===== config.mk =====
export PLATFORM = sky130hd
export DESIGN_NAME = serial_adder_ctrl_flat
export DESIGN_NICKNAME = d
export VERILOG_FILES = /design/src/rtl/serial_adder_ctrl_pkg.sv /design/src/rtl/serial_adder_ctrl_if.sv /design/src/rtl/serial_adder_ctrl_fa.sv /design/src/rtl/serial_adder_ctrl.sv /design/src/flat_wrapper.sv
export SDC_FILE = /design/constraint.sdc
export NUM_CORES = 1
export LEC_CHECK = 0
export CAP_MARGIN = 20
export CORE_MARGIN = 3
export CORE_UTILIZATION = 48
export CTS_CLUSTER_DIAMETER = 120
export DETAILED_ROUTE_END_ITERATION = 10
export PLACE_DENSITY = 0.82
export SYNTH_ARGS = -nofsm -noshare
export SYNTH_HDL_FRONTEND = slang
export SYNTH_SLANG_ARGS = --single-unit

===== constraint.sdc =====
create_clock -name i_clk -period 1.7 [get_ports i_clk]
set_clock_uncertainty 0.15 [all_clocks]
set_input_delay 0.34 -clock i_clk [delete_from_list [all_inputs] [get_ports i_clk]]
set_output_delay 0.34 -clock i_clk [all_outputs]
set_load 0.02 [all_outputs]

===== src/rtl/serial_adder_ctrl_pkg.sv =====
// Shared types and constants for the serial adder controller.
// Build option: SERIAL_ADDER_SUB_EN adds the op_sub input and subtract mode.
package serial_adder_ctrl_pkg;

  localparam int unsigned DefaultWidth = 8;

  typedef enum logic [1:0] {
    StIdle,
    StRun,
    StDone
  } state_e;

endpackage


===== src/rtl/serial_adder_ctrl_if.sv =====
// Request/result bundle between a requester (master) and the serial adder (slave).
// Build option: SERIAL_ADDER_SUB_EN adds the op_sub request bit.
interface serial_adder_ctrl_if
  import serial_adder_ctrl_pkg::*;
#(
  parameter int unsigned WIDTH = DefaultWidth
) ();

  logic             start;
  logic [WIDTH-1:0] a;
  logic [WIDTH-1:0] b;
`ifdef SERIAL_ADDER_SUB_EN
  logic             op_sub;
`endif
  logic             busy;
  logic             done;
  logic [WIDTH-1:0] sum;
  logic             cout;
  logic             ovf;

  modport master (
`ifdef SERIAL_ADDER_SUB_EN
    output op_sub,
`endif
    output start, a, b,
    input  busy, done, sum, cout, ovf
  );

  modport slave (
`ifdef SERIAL_ADDER_SUB_EN
    input  op_sub,
`endif
    input  start, a, b,
    output busy, done, sum, cout, ovf
  );

endinterface


===== src/rtl/serial_adder_ctrl_fa.sv =====
// 1-bit full adder: the only arithmetic element of the serial datapath.
module serial_adder_ctrl_fa (
  input  logic i_a,
  input  logic i_b,
  input  logic i_ci,
  output logic o_s,
  output logic o_co
);

  logic w_p;

  assign w_p  = i_a ^ i_b;
  assign o_s  = w_p ^ i_ci;
  assign o_co = (i_a & i_b) | (i_ci & w_p);

endmodule


===== src/rtl/serial_adder_ctrl.sv =====
// Bit-serial adder controller: one result bit per cycle, LSB first, through a single
// full adder. Latency is WIDTH+1 edges from the accepted start to the done pulse.
// Build option: SERIAL_ADDER_SUB_EN enables A-B (B inverted, carry preset to 1).
module serial_adder_ctrl
  import serial_adder_ctrl_pkg::*;
#(
  parameter int unsigned WIDTH = DefaultWidth
) (
  input  logic               i_clk,
  input  logic               i_rst,
  serial_adder_ctrl_if.slave io_bus
);

  localparam int unsigned   CntW    = (WIDTH > 1) ? $clog2(WIDTH) : 1;
  localparam logic [CntW-1:0] CntLast = CntW'(WIDTH - 1);

  state_e          r_state;
  logic [WIDTH-1:0] r_a;
  logic [WIDTH-1:0] r_b;
  logic [WIDTH-1:0] r_sum;
  logic [CntW-1:0]  r_cnt;
  logic             r_carry;
  logic             r_busy;
  logic             r_done;
  logic             r_cout;
  logic             r_ovf;

  logic w_fa_b;
  logic w_fa_s;
  logic w_fa_co;
  logic w_carry_init;

`ifdef SERIAL_ADDER_SUB_EN
  logic r_sub;

  // Subtract is A + ~B + 1: invert B per bit and preset the carry.
  assign w_fa_b       = r_b[0] ^ r_sub;
  assign w_carry_init = io_bus.op_sub;
`else
  assign w_fa_b       = r_b[0];
  assign w_carry_init = 1'b0;
`endif

  serial_adder_ctrl_fa u_fa (
    .i_a  (r_a[0]),
    .i_b  (w_fa_b),
    .i_ci (r_carry),
    .o_s  (w_fa_s),
    .o_co (w_fa_co)
  );

  // FSM, operand/result shifters and registered outputs.
  always_ff @(posedge i_clk) begin
    if (i_rst) begin
      r_state <= StIdle;
      r_a     <= '0;
      r_b     <= '0;
      r_sum   <= '0;
      r_cnt   <= '0;
      r_carry <= 1'b0;
      r_busy  <= 1'b0;
      r_done  <= 1'b0;
      r_cout  <= 1'b0;
      r_ovf   <= 1'b0;
`ifdef SERIAL_ADDER_SUB_EN
      r_sub   <= 1'b0;
`endif
    end else begin
      r_done <= 1'b0;
      unique case (r_state)
        StIdle: begin
          if (io_bus.start) begin
            r_a     <= io_bus.a;
            r_b     <= io_bus.b;
            r_cnt   <= '0;
            r_carry <= w_carry_init;
            r_busy  <= 1'b1;
            r_state <= StRun;
`ifdef SERIAL_ADDER_SUB_EN
            r_sub   <= io_bus.op_sub;
`endif
          end
        end
        StRun: begin
          r_a     <= r_a >> 1;
          r_b     <= r_b >> 1;
          r_sum   <= {w_fa_s, r_sum[WIDTH-1:1]};
          r_carry <= w_fa_co;
          if (r_cnt == CntLast) begin
            // MSB step: r_carry is the carry into the MSB, w_fa_co the carry out.
            r_cnt   <= '0;
            r_cout  <= w_fa_co;
            r_ovf   <= r_carry ^ w_fa_co;
            r_done  <= 1'b1;
            r_state <= StDone;
          end else begin
            r_cnt <= r_cnt + 1'b1;
          end
        end
        StDone: begin
          r_busy  <= 1'b0;
          r_state <= StIdle;
        end
        default: begin
          r_busy  <= 1'b0;
          r_state <= StIdle;
        end
      endcase
    end
  end

  assign io_bus.busy = r_busy;
  assign io_bus.done = r_done;
  assign io_bus.sum  = r_sum;
  assign io_bus.cout = r_cout;
  assign io_bus.ovf  = r_ovf;

endmodule


===== src/flat_wrapper.sv =====
// flat-port wrapper written by rule: the top's interface ports become plain ports
module serial_adder_ctrl_flat import serial_adder_ctrl_pkg::*;
#(
  parameter int unsigned WIDTH = DefaultWidth
)
  (i_clk, i_rst, io_bus_start, io_bus_a, io_bus_b, io_bus_busy, io_bus_done, io_bus_sum, io_bus_cout, io_bus_ovf);
  serial_adder_ctrl_if #(.WIDTH(WIDTH)) io_bus_i ();
  input  logic i_clk;
  input  logic i_rst;
  input wire logic [$bits(io_bus_i.start)-1:0] io_bus_start;
  input wire logic [$bits(io_bus_i.a)-1:0] io_bus_a;
  input wire logic [$bits(io_bus_i.b)-1:0] io_bus_b;
  output wire logic [$bits(io_bus_i.busy)-1:0] io_bus_busy;
  output wire logic [$bits(io_bus_i.done)-1:0] io_bus_done;
  output wire logic [$bits(io_bus_i.sum)-1:0] io_bus_sum;
  output wire logic [$bits(io_bus_i.cout)-1:0] io_bus_cout;
  output wire logic [$bits(io_bus_i.ovf)-1:0] io_bus_ovf;
  assign io_bus_i.start = io_bus_start;
  assign io_bus_i.a = io_bus_a;
  assign io_bus_i.b = io_bus_b;
  assign io_bus_busy = io_bus_i.busy;
  assign io_bus_done = io_bus_i.done;
  assign io_bus_sum = io_bus_i.sum;
  assign io_bus_cout = io_bus_i.cout;
  assign io_bus_ovf = io_bus_i.ovf;
  serial_adder_ctrl #(.WIDTH(WIDTH)) u_core (.i_clk(i_clk), .i_rst(i_rst), .io_bus(io_bus_i));
endmodule

==> summary.md <==
| Metric | Value |
|---|---|
| Status | `completed` |
| CTS Sinks | `34` |
| Ant diodes | `0` |
| HPWL after DPL | `2000 um` |
| Gr ovfl total | `0` |
| Gate Count Post-Synth | `162` |
| Min Tclk post-route | `1540 ps` |
| Hold Crit Class | `reg2reg` |
| Drt first pass iters | `5` |
| Slew HR | `75.4%` |
| Starting Density | `53.1%` |
| F_max | `651 MHz` |
| H-tree Lvls | `2` |
| Predominant post-synthesis flop cell | `dfxtp_1` |
| Max stage delay on crit path | `510 ps` |
| Initial antenna violation count | `0` |
| Placement row count | `18` |
| Min-Delay Path Depth | `2` |
| ANT nets after route | `0` |
| Final WL | `2800 um` |
| Power Dens Cells | `889 nW/um^2` |
| CTS Buf Count | `5` |
| Nets | `219` |
| Global Route Usage Sum | `17.3%` |
| R2r worst-path depth | `3` |
| Worst Max-Slew Pin Slew | `369 ps` |
| Synth warnings | `0` |
| DR iter-0 viols | `29` |
| Share of cells above drive strength 1 | `11.1%` |
| Clock root buffer | `clkbuf_4` |
| Setup WS pre-CTS | `-108 ps` |
| CP Class | `reg2reg` |
| Crit path cell chain | `nand2b_1 -> or3_1 -> a21oi_1` |
| Port bufs | `30` |
| Lkg Pwr | `0.752 nW` |
| Final hold viol count | `0` |
| Clock Path Buffers | `2` |
| Final Power | `1.57 mW` |
| Worst Path Max Fanout | `10` |
| Startpoint types | `register` |
| DR vias/cell | `5.31` |
| Area growth from synthesis to layout | `28.3%` |
| Die Y | `59.5 um` |
| DRC viols | `0` |
| Setup tns final | `0 ps` |
| Critical Path End Type | `register` |
| Core Area | `2590 um^2` |
| Min setup slack post-route | `164 ps` |
| Max VDD drop | `0.766 mV` |
| Worst-path clk slew | `100 ps` |
| Register area share after synthesis | `49.5%` |
| Placed Instance Area | `1720 um^2` |
| Via count | `1211` |
| Asr flop ratio synth | `0%` |
| Syn avg cell area | `8.49 um^2` |
| Worst path bufs/invs | `0` |
| CTS tree | `built` |
| Yosys cell types | `33` |
| Number of cells on the critical path | `3` |
| Global-route wire length before repair | `4560 um` |
| Clk Latency, worst-skew pair | `340 ps` |
| Highest-count cells in the layout ignoring fill and taps | `nor2_1 (48), dfxtp_1 (34), clkdlybuf4s50_1 (18)` |
| Die footprint | `3540 um^2` |
| Yosys reg bits | `34` |
| Slowest cell on the critical path | `dfxtp_1` |
| RSZ-0062 raised after global routing | `no` |
| Final Wtd Congestion | `0.783` |
| Worst Path Required | `1820 ps` |
| Max-capacitance violation count | `0` |
| Largest net degree at the start of global routing | `35` |
| Worst EP arrival | `1660 ps` |
| Hold_ws | `303 ps` |
| Post-synth EDFFs | `0` |
| Syn_nets | `184` |
| Slew Limit Fails | `0` |
| Cts hold-fix bufs | `0` |
| Post-route cell area | `1760 um^2` |
| Final period util | `90.4%` |
| Mapped Area | `1380 um^2` |
| Top Ports | `31` |
| Top delay family on crit path | `simple AND/OR/NAND/NOR gates` |
| Most common cell after layout, fill and taps aside | `nor2_1` |
| Die W | `59.5 um` |
| Per-cell routed wire length | `12.3 um` |
| Vias in the first global route | `1149` |
| Final setup viols | `0` |
-- synth_stat cells, types with 2 or more instances --
| master | count | area, um^2 |
|---|---|---|
| buf_2 | 2 | 10.0 |
| buf_4 | 2 | 15.0 |
| buf_6 | 3 | 33.8 |
| inv_1 | 4 | 15.0 |
| dfxtp_1 | 34 | 681 |
| clkbuf_1 | 4 | 15.0 |
| nor3_1 | 2 | 10.0 |
| ha_1 | 2 | 25.0 |
| a22oi_1 | 3 | 22.5 |
| nand2_1 | 16 | 60.1 |
| nor2_1 | 48 | 180 |
| a21oi_1 | 11 | 55.1 |
| nor4_1 | 11 | 68.8 |
-- path summary, 6_finish.rpt --
check	endpoint	slack [ps]	from
worst min register to register	u_core.io_bus.ovf	300	u_core.io_bus.ovf
worst max-delay path	u_core.r_cnt[0]	160	u_core.r_state[0]
worst min-delay path	u_core.io_bus.ovf	300	u_core.io_bus.ovf
worst max register to register	u_core.r_cnt[0]	160	u_core.r_state[0]
-- final cells by class --
class	count	area (um^2)
fillers	219	826
inverters	4	15.0
well taps	30	37.5
clock inverters	1	5.00
repair buffers	39	365
multi-input cells	113	606
clock buffers	7	55.1
flip-flops and latches	34	681
-- sequential cells by signal, summed over array words and instances (netlist names) --
name / flops
u_core.io_bus.done: 1
u_core.r_a: 8
u_core.r_cnt: 3
u_core.r_carry: 1
u_core.io_bus.sum: 8
u_core.r_state: 2
u_core.r_b: 8
u_core.io_bus.busy: 1
u_core.io_bus.ovf: 1
u_core.io_bus.cout: 1
-- worst register-to-register path, delay by kind of cell (launching register included) --
kind | cells | cell delay, ps
flops | 1 | 510
simple gates | 2 | 670
compound gates | 1 | 150
-- power by group --
group          total, mW  switching, mW  leakage (nW)  internal, mW
registers          0.870         0.0278         0.279         0.843
clock network      0.469          0.269        0.0353         0.200
logic              0.229          0.115         0.438         0.114
-- cell families after synthesis --
group                    synth area share, %
flip-flops                              49.5
AO/OA/AOI/OAI                           11.5
AND/OR/NAND/NOR                         28.7
adder cells (fa/ha/maj)                 3.28
buffers and inverters                   6.46
XOR/XNOR                               0.637
-- timing repair --
item | in CTS | in global routing
setup buffers | 0 | 0
hold endpoints to repair | 0 | 0
endpoints found under the setup margin | 12 | 0
resized for setup | 12 | 0
-- layer usage --
| metal | part of all wire (%) | wire length (um) | vias to the layer above | GRT usage (%) |
|---|---|---|---|---|
| met5 | 0 | 0 | - | 0 |
| met4 | 1.1 | 30 | 0 | 6.65 |
| met3 | 6.6 | 184 | 4 | 6.54 |
| met2 | 52 | 1460 | 35 | 31.0 |
| met1 | 40 | 1120 | 559 | 18.0 |
| li1 | - | - | 613 | - |
-- stage by stage --
step	cells	util (%)
final	228	68.1
after global routing	228	68.1
after CTS	228	68.1
after detailed placement	220	66.4
after global placement	220	66.4
after floorplan	162	-
Power figures use the tool's default switching activity.
